[config.mk]
export PLATFORM = sky130hd
export DESIGN_NAME = ctrl_seq
export DESIGN_NICKNAME = d
export VERILOG_FILES = /design/src/rtl/ctrl_seq.sv
export SDC_FILE = /design/constraint.sdc
export NUM_CORES = 1
export LEC_CHECK = 0
export CAP_MARGIN = 20
export CORE_MARGIN = 3
export CORE_UTILIZATION = 39
export DETAILED_ROUTE_END_ITERATION = 16
export PLACE_DENSITY = 0.86
export RECOVER_POWER = 25
export SLEW_MARGIN = 10
export SYNTH_ARGS = -nofsm -noshare
export SYNTH_HDL_FRONTEND = slang
export SYNTH_SLANG_ARGS = --single-unit
[constraint.sdc]
create_clock -name clk -period 1.4 [get_ports clk]
set_input_delay 0.21 -clock clk [delete_from_list [all_inputs] [get_ports clk]]
set_output_delay 0.21 -clock clk [all_outputs]
set_load 0.01 [all_outputs]
[src/rtl/ctrl_seq.sv]
// ctrl_seq: T-state sequencer and instruction decoder for the 8-bit-bus
// accumulator CPU. Fetch runs T1-T3; execute runs T4-T6 depending on the
// IR opcode. HLT parks the sequencer in HALT until clr.
// Optional single-step input is enabled by defining CTRL_SEQ_STEP_EN.
module ctrl_seq #(
  parameter int unsigned          OPW    = 4,
  parameter logic [OPW-1:0]       HLT_OP = OPW'('hF)
) (
  input  logic           clk,
  input  logic           clr,
  input  logic           run,
`ifdef CTRL_SEQ_STEP_EN
  input  logic           step,
`endif
  input  logic [OPW-1:0] opcode,
  input  logic           zero,
  output logic           pc_inc,
  output logic           load_pc,
  output logic           pc_oen,
  output logic           load_mar,
  output logic           ram_oen,
  output logic           ram_we,
  output logic           load_ir,
  output logic           ir_oen,
  output logic           load_a,
  output logic           a_oen,
  output logic           load_b,
  output logic           alu_oen,
  output logic           alu_sub,
  output logic           load_out,
  output logic           halted,
  output logic [2:0]     tstate
);

  typedef enum logic [2:0] {
    T1   = 3'd1,
    T2   = 3'd2,
    T3   = 3'd3,
    T4   = 3'd4,
    T5   = 3'd5,
    T6   = 3'd6,
    HALT = 3'd7
  } state_t;

  localparam logic [OPW-1:0] OP_LDA = OPW'(4'h1);
  localparam logic [OPW-1:0] OP_ADD = OPW'(4'h2);
  localparam logic [OPW-1:0] OP_SUB = OPW'(4'h3);
  localparam logic [OPW-1:0] OP_STA = OPW'(4'h4);
  localparam logic [OPW-1:0] OP_JMP = OPW'(4'h5);
  localparam logic [OPW-1:0] OP_JZ  = OPW'(4'h6);
  localparam logic [OPW-1:0] OP_OUT = OPW'(4'hE);

  state_t state_q, state_d;
  logic   go;        // T1 may start a fetch this cycle
  logic   is_hlt;
  logic   needs_t5;  // instruction has a memory operand phase
  logic   needs_t6;  // instruction has an ALU writeback phase

  assign is_hlt   = (opcode == HLT_OP);
  assign needs_t5 = !is_hlt && ((opcode == OP_LDA) || (opcode == OP_ADD) ||
                                (opcode == OP_SUB) || (opcode == OP_STA));
  assign needs_t6 = !is_hlt && ((opcode == OP_ADD) || (opcode == OP_SUB));

`ifdef CTRL_SEQ_STEP_EN
  logic step_q;
  logic arm_q;
  logic step_rise;

  assign step_rise = step && !step_q;
  assign go        = run || arm_q;

  // Step edge detector; arm_q releases exactly one instruction from T1.
  // A rise is armed on one cycle and the fetch starts on the next.
  always_ff @(posedge clk or posedge clr) begin
    if (clr) begin
      step_q <= 1'b0;
      arm_q  <= 1'b0;
    end else begin
      step_q <= step;
      if (state_q == T1 && arm_q)
        arm_q <= 1'b0;
      else if (state_q == T1 && !run && step_rise)
        arm_q <= 1'b1;
    end
  end
`else
  assign go = run;
`endif

  // State register; clr forces T1 immediately.
  always_ff @(posedge clk or posedge clr) begin
    if (clr) state_q <= T1;
    else     state_q <= state_d;
  end

  // Next-state: fixed fetch, then execute length chosen by opcode.
  always_comb begin
    state_d = state_q;
    unique case (state_q)
      T1:      state_d = go ? T2 : T1;
      T2:      state_d = T3;
      T3:      state_d = T4;
      T4: begin
        if (is_hlt)        state_d = HALT;
        else if (needs_t5) state_d = T5;
        else               state_d = T1;
      end
      T5:      state_d = needs_t6 ? T6 : T1;
      T6:      state_d = T1;
      HALT:    state_d = HALT;
      default: state_d = T1;
    endcase
  end

  // Strobe decode from registered state plus opcode/zero; forced low in clr.
  always_comb begin
    pc_inc   = 1'b0;
    load_pc  = 1'b0;
    pc_oen   = 1'b0;
    load_mar = 1'b0;
    ram_oen  = 1'b0;
    ram_we   = 1'b0;
    load_ir  = 1'b0;
    ir_oen   = 1'b0;
    load_a   = 1'b0;
    a_oen    = 1'b0;
    load_b   = 1'b0;
    alu_oen  = 1'b0;
    alu_sub  = 1'b0;
    load_out = 1'b0;
    if (!clr) begin
      unique case (state_q)
        T1: begin
          pc_oen   = go;
          load_mar = go;
        end
        T2: pc_inc = 1'b1;
        T3: begin
          ram_oen = 1'b1;
          load_ir = 1'b1;
        end
        T4: begin
          if (needs_t5) begin
            ir_oen   = 1'b1;
            load_mar = 1'b1;
          end else if (!is_hlt && opcode == OP_JMP) begin
            ir_oen  = 1'b1;
            load_pc = 1'b1;
          end else if (!is_hlt && opcode == OP_JZ) begin
            ir_oen  = zero;
            load_pc = zero;
          end else if (!is_hlt && opcode == OP_OUT) begin
            a_oen    = 1'b1;
            load_out = 1'b1;
          end
        end
        T5: begin
          if (opcode == OP_STA) begin
            a_oen  = 1'b1;
            ram_we = 1'b1;
          end else begin
            ram_oen = 1'b1;
            load_a  = (opcode == OP_LDA);
            load_b  = needs_t6;
          end
        end
        T6: begin
          alu_oen = 1'b1;
          load_a  = 1'b1;
          alu_sub = (opcode == OP_SUB);
        end
        default: ;
      endcase
    end
  end

  // Status outputs straight from the state register.
  always_comb begin
    tstate = state_q;
    halted = (state_q == HALT);
  end

endmodule

==> results of run 1 <==
## per-layer routing
layer / GRT usage (%) / routed length [um]
met5: 0 / 0
met4: 11.2 / 167
met3: 3.39 / 201
met2: 47.9 / 1420
met1: 31.1 / 1070
## synthesized netlist by cell type (all sizes together) (2+ instances only)
| cell type | n | area, um^2 |
|---|---|---|
| nor2 | 6 | 22.5 |
| and3b | 2 | 17.5 |
| nor4 | 2 | 33.8 |
| inv | 4 | 15.0 |
| a21oi | 2 | 10.0 |
| nand2 | 3 | 11.3 |
| buf | 5 | 35.0 |
| dfrtp | 2 | 50.1 |
| nand2b | 6 | 47.5 |
| o21ai | 4 | 20.0 |
| nor3 | 4 | 25.0 |
| and3 | 4 | 25.0 |
| nor2b | 3 | 18.8 |
## power by group through the flow
| stage | logic, W | registers [W] | clock network, W |
|---|---|---|---|
| floorplan | 0.000475 | 0.000217 | 0 |
| global placement | 0.000915 | 0.000205 | 0 |
| detailed placement | 0.000942 | 0.000206 | 0 |
| CTS | 0.00122 | 0.000202 | 0.000155 |
| global route | 0.00156 | 0.000204 | 0.000167 |
| finish | 0.00147 | 0.000202 | 0.000167 |
## final timing paths
kind,startpoint,endpoint,slack (ns),cells after the start
worst min-delay path,clr,tstate[2],0.31,4
max in group asynchronous,clr,tstate[0],0.85,4
min in group clk,opcode[0],tstate[2],0.62,4
worst max register to register,tstate[0],tstate[1],-0.10,6
worst max-delay path,tstate[0],load_a,-0.35,5
worst min register to register,tstate[2],tstate[0],0.81,4
## repair_timing
item	4_1_cts	5_1_grt
resized for setup	92	17
pin swaps	7	3
endpoints found under the setup margin	20	19
setup buffers	10	5
## cell type report
class / count / area share (%)
Clock buffer: 4 / 2.42
Inverter: 4 / 1.38
Multi-Input combinational cell: 54 / 42.8
Sequential cell: 3 / 7.15
Tap cell: 14 / 1.61
Timing Repair Buffer: 61 / 44.6
## critical path: cells and delay by family, from the launching register on
family	cells	cell delay (ns)
AO/OA/AOI/OAI	1	0.17
buffers and inverters	2	0.28
flip-flops	1	0.60
AND/OR/NAND/NOR	2	0.24
## stage by stage
step	cells	setup WS, ns	cell area [um^2]
2_1_floorplan	67	0.00931	532
3_3_place_gp	122	-0.793	916
3_5_place_dp	122	-0.849	916
4_1_cts	136	-0.267	1040
5_1_grt	140	-0.424	1080
6_report	140	-0.349	1080
## cell families after synthesis
family                    Yosys count
AOI/OAI and AO/OA                  15
xor gates and xnor gates            2
buffers and inverters              10
DFF                                 3
muxes                               1
and+or+nand+nor                    36
==> results.txt, run 1 <==
* Outcome: finished with violations
* Violations in the final reports: setup timing
- Adder-cell area share of the yosys netlist: 0%
- Of all nets on the critical path, the largest fanout is 5.
- The initial antenna violation count came to 0.
- Core region area: around 0.0012 mm^2
- CTS Sinks: 3
* Clock insertion delay at the later pin of the skew report: between 0.2 and 0.3 ns
- Input and output buffers added on the ports amount to 25.
* Final weighted congestion of routability-driven global placement: 0.890
- Number of max-slew violations in the final report: 0
- Of the post-synthesis cell area, the part taken by muxes is 1.89%.
- For the worst setup path, the data arrival time is 1.54 ns.
- Worst path required time: roughly 1.2 ns
* Worst vdd rail ir drop: ~1300 uV
- The sequential cells in the finished layout cover a total of around 78 um^2.
* Via count of the routed design: 861
* Top_reg_cell synth: sky130_fd_sc_hd__dfrtp_1
- The first global-routing pass estimated about 3700 um of wire.
- Cell at the root of the clock tree: sky130_fd_sc_hd__clkbuf_4
* Sequential fraction of design power: a little over a tenth
- Walking the worst path, the cells encountered are nor2b_4 > buf_4 > nand3_2 > a21oi_2 > buf_2.
* Count of mapped cells out of synthesis: 67
* Startpoint-to-endpoint class of the critical path: reg2out
- Largest register FFs: 3
- Inserted Clock Buffers: 3
* Pint: ~0.0010 W
- Main combinational cell family by area after synthesis: simple AND/OR/NAND/NOR gates
* Vias per cell: 6.15
- The clock passes through at most 2 buffers.
- The synthesized netlist devotes 20.8% of its cell area to compound gates.
- Total power: approximately 0.0018 W
- Detailed placement ended at an HPWL of approximately 1300 um.
* Ports: 26
* Sum of routed wire length over all layers: 2860 um
- For the pin with the worst max-slew slack, the measured transition is ~0.28 ns.
* Area enclosed by the die boundary: around 0.0018 mm^2
- Setup Total Neg Slack: -3.86 ns
- Global-route total usage across every layer: a little over a quarter
* Final clock period utilization by the worst path: 125%
- Die Y-Extent: between 40 and 50 um
- After detailed routing, the average wire length per cell comes to between 20 and 25 um.
- Relative contribution of the clock network to total power: 9.1%
- Filler Cells Inserted: between 50 and 60
* Yosys reg bits: 3
- Before antenna repair, the detailed router went through 4 iterations.
- Power density of the placed cells: approximately 1700 mW/mm^2
* Proportion of total power due to net switching: roughly 43%
- Leak pwr: between 0.5 and 0.6 nW
* Final-report hold violation count: 0
- Synthesized-area fraction occupied by and/or/nand/nor cells: roughly 48%
- Setup-failing EPs final: 18
- The smallest clock period supported by the final layout is computed as ~1.7 ns.
- Share of the synthesized netlist area taken by xor and xnor gates: under 10%
- Max-cap violations in this run came to 0.
- 0 antenna diodes ended up in the layout.
* Synth-to-layout area growth: 104%
* Clock slew at reported path FFs: 0.04 ns
- Post-synthesis cell area: 531 um^2
- The final layout contains around 140 nets.
* Total congestion overflow after global routing: 0
* Sequential-to-total area share from yosys stat: between 10% and 20%
- Fraction of final layout cells sized beyond drive strength 1: between 60% and 70%
- In this run the worst hold path is classified as in2async.
- Post-route core utilization: 91.5%
- # DRC: 0
- Routed Antenna Nets: 0
- In this run the number of H-tree levels came out at 1.
- Crit path capture type: output port
* Number of enable flip-flop cells after synthesis: 0
- On the critical path, the stage with the largest delay is an instance of sky130_fd_sc_hd__dfstp_2.
- A synthesized cell averages roughly 7.9 um^2.
- Final setup skew: roughly 0.0054 ns
- Entering global routing, the biggest net connects 14 pins.
- Proportion of register bits with asynchronous set or reset after synthesis: between 90% and 100%
* Crit path largest cell delay: roughly 0.6 ns
* Commonest cells after routing, fill and taps aside: 26 x sky130_fd_sc_hd__buf_4, 13 x sky130_fd_sc_hd__buf_2, 13 x sky130_fd_sc_hd__buf_6
- Kind of start point of the critical path: flip-flop
* Leading cell type in the layout, fill and taps excluded: sky130_fd_sc_hd__buf_4
- Timing would allow up to roughly 0.57 GHz.
- After the first detailed-routing iteration, the DRC count stood at 57.
- Max-slew headroom at the worst pin: about four fifths
- Cts hold-fix bufs: 0
- Vias in the first global route: between 800 and 900
* Chip Width: 42.9 um
- Setup repair after global routing could not meet its margin everywhere.
- Yosys printed 0 warnings.
* Distinct cell type count after synthesis: 39
* Logic gate share of total power: between 70% and 80%
- The initial utilization of the core area, before any placement, comes to about 45%.
* Hold Slack: 0.313 ns
* Post-Syn Nets: 75
* Floorplan row count: 12
* Switching power: roughly 0.00079 W
- CTS tree: yes
- Fin worst setup slack: -0.349 ns
* Area taken by multi-input logic gates: approximately 460 um^2
No activity file was read; power rests on OpenSTA's default activity.
==> run 2, diff against run 1 <==
--- a/config.mk
+++ b/config.mk
@@ -8,6 +8,7 @@
 export CAP_MARGIN = 20
 export CORE_MARGIN = 3
 export CORE_UTILIZATION = 39
+export CTS_CLUSTER_DIAMETER = 80
 export DETAILED_ROUTE_END_ITERATION = 16
 export PLACE_DENSITY = 0.86
 export RECOVER_POWER = 25
==> results of run 2 <==
No change in the layout: final DEF, timing and power equal those of run 1.
==> run 3, diff against run 2 <==
--- a/config.mk
+++ b/config.mk
@@ -5,6 +5,7 @@
 export SDC_FILE = /design/constraint.sdc
 export NUM_CORES = 1
 export LEC_CHECK = 0
+export ABC_AREA = 0
 export CAP_MARGIN = 20
 export CORE_MARGIN = 3
 export CORE_UTILIZATION = 39
==> results of run 3 <==
No change in the layout: final DEF, timing and power equal those of run 1.
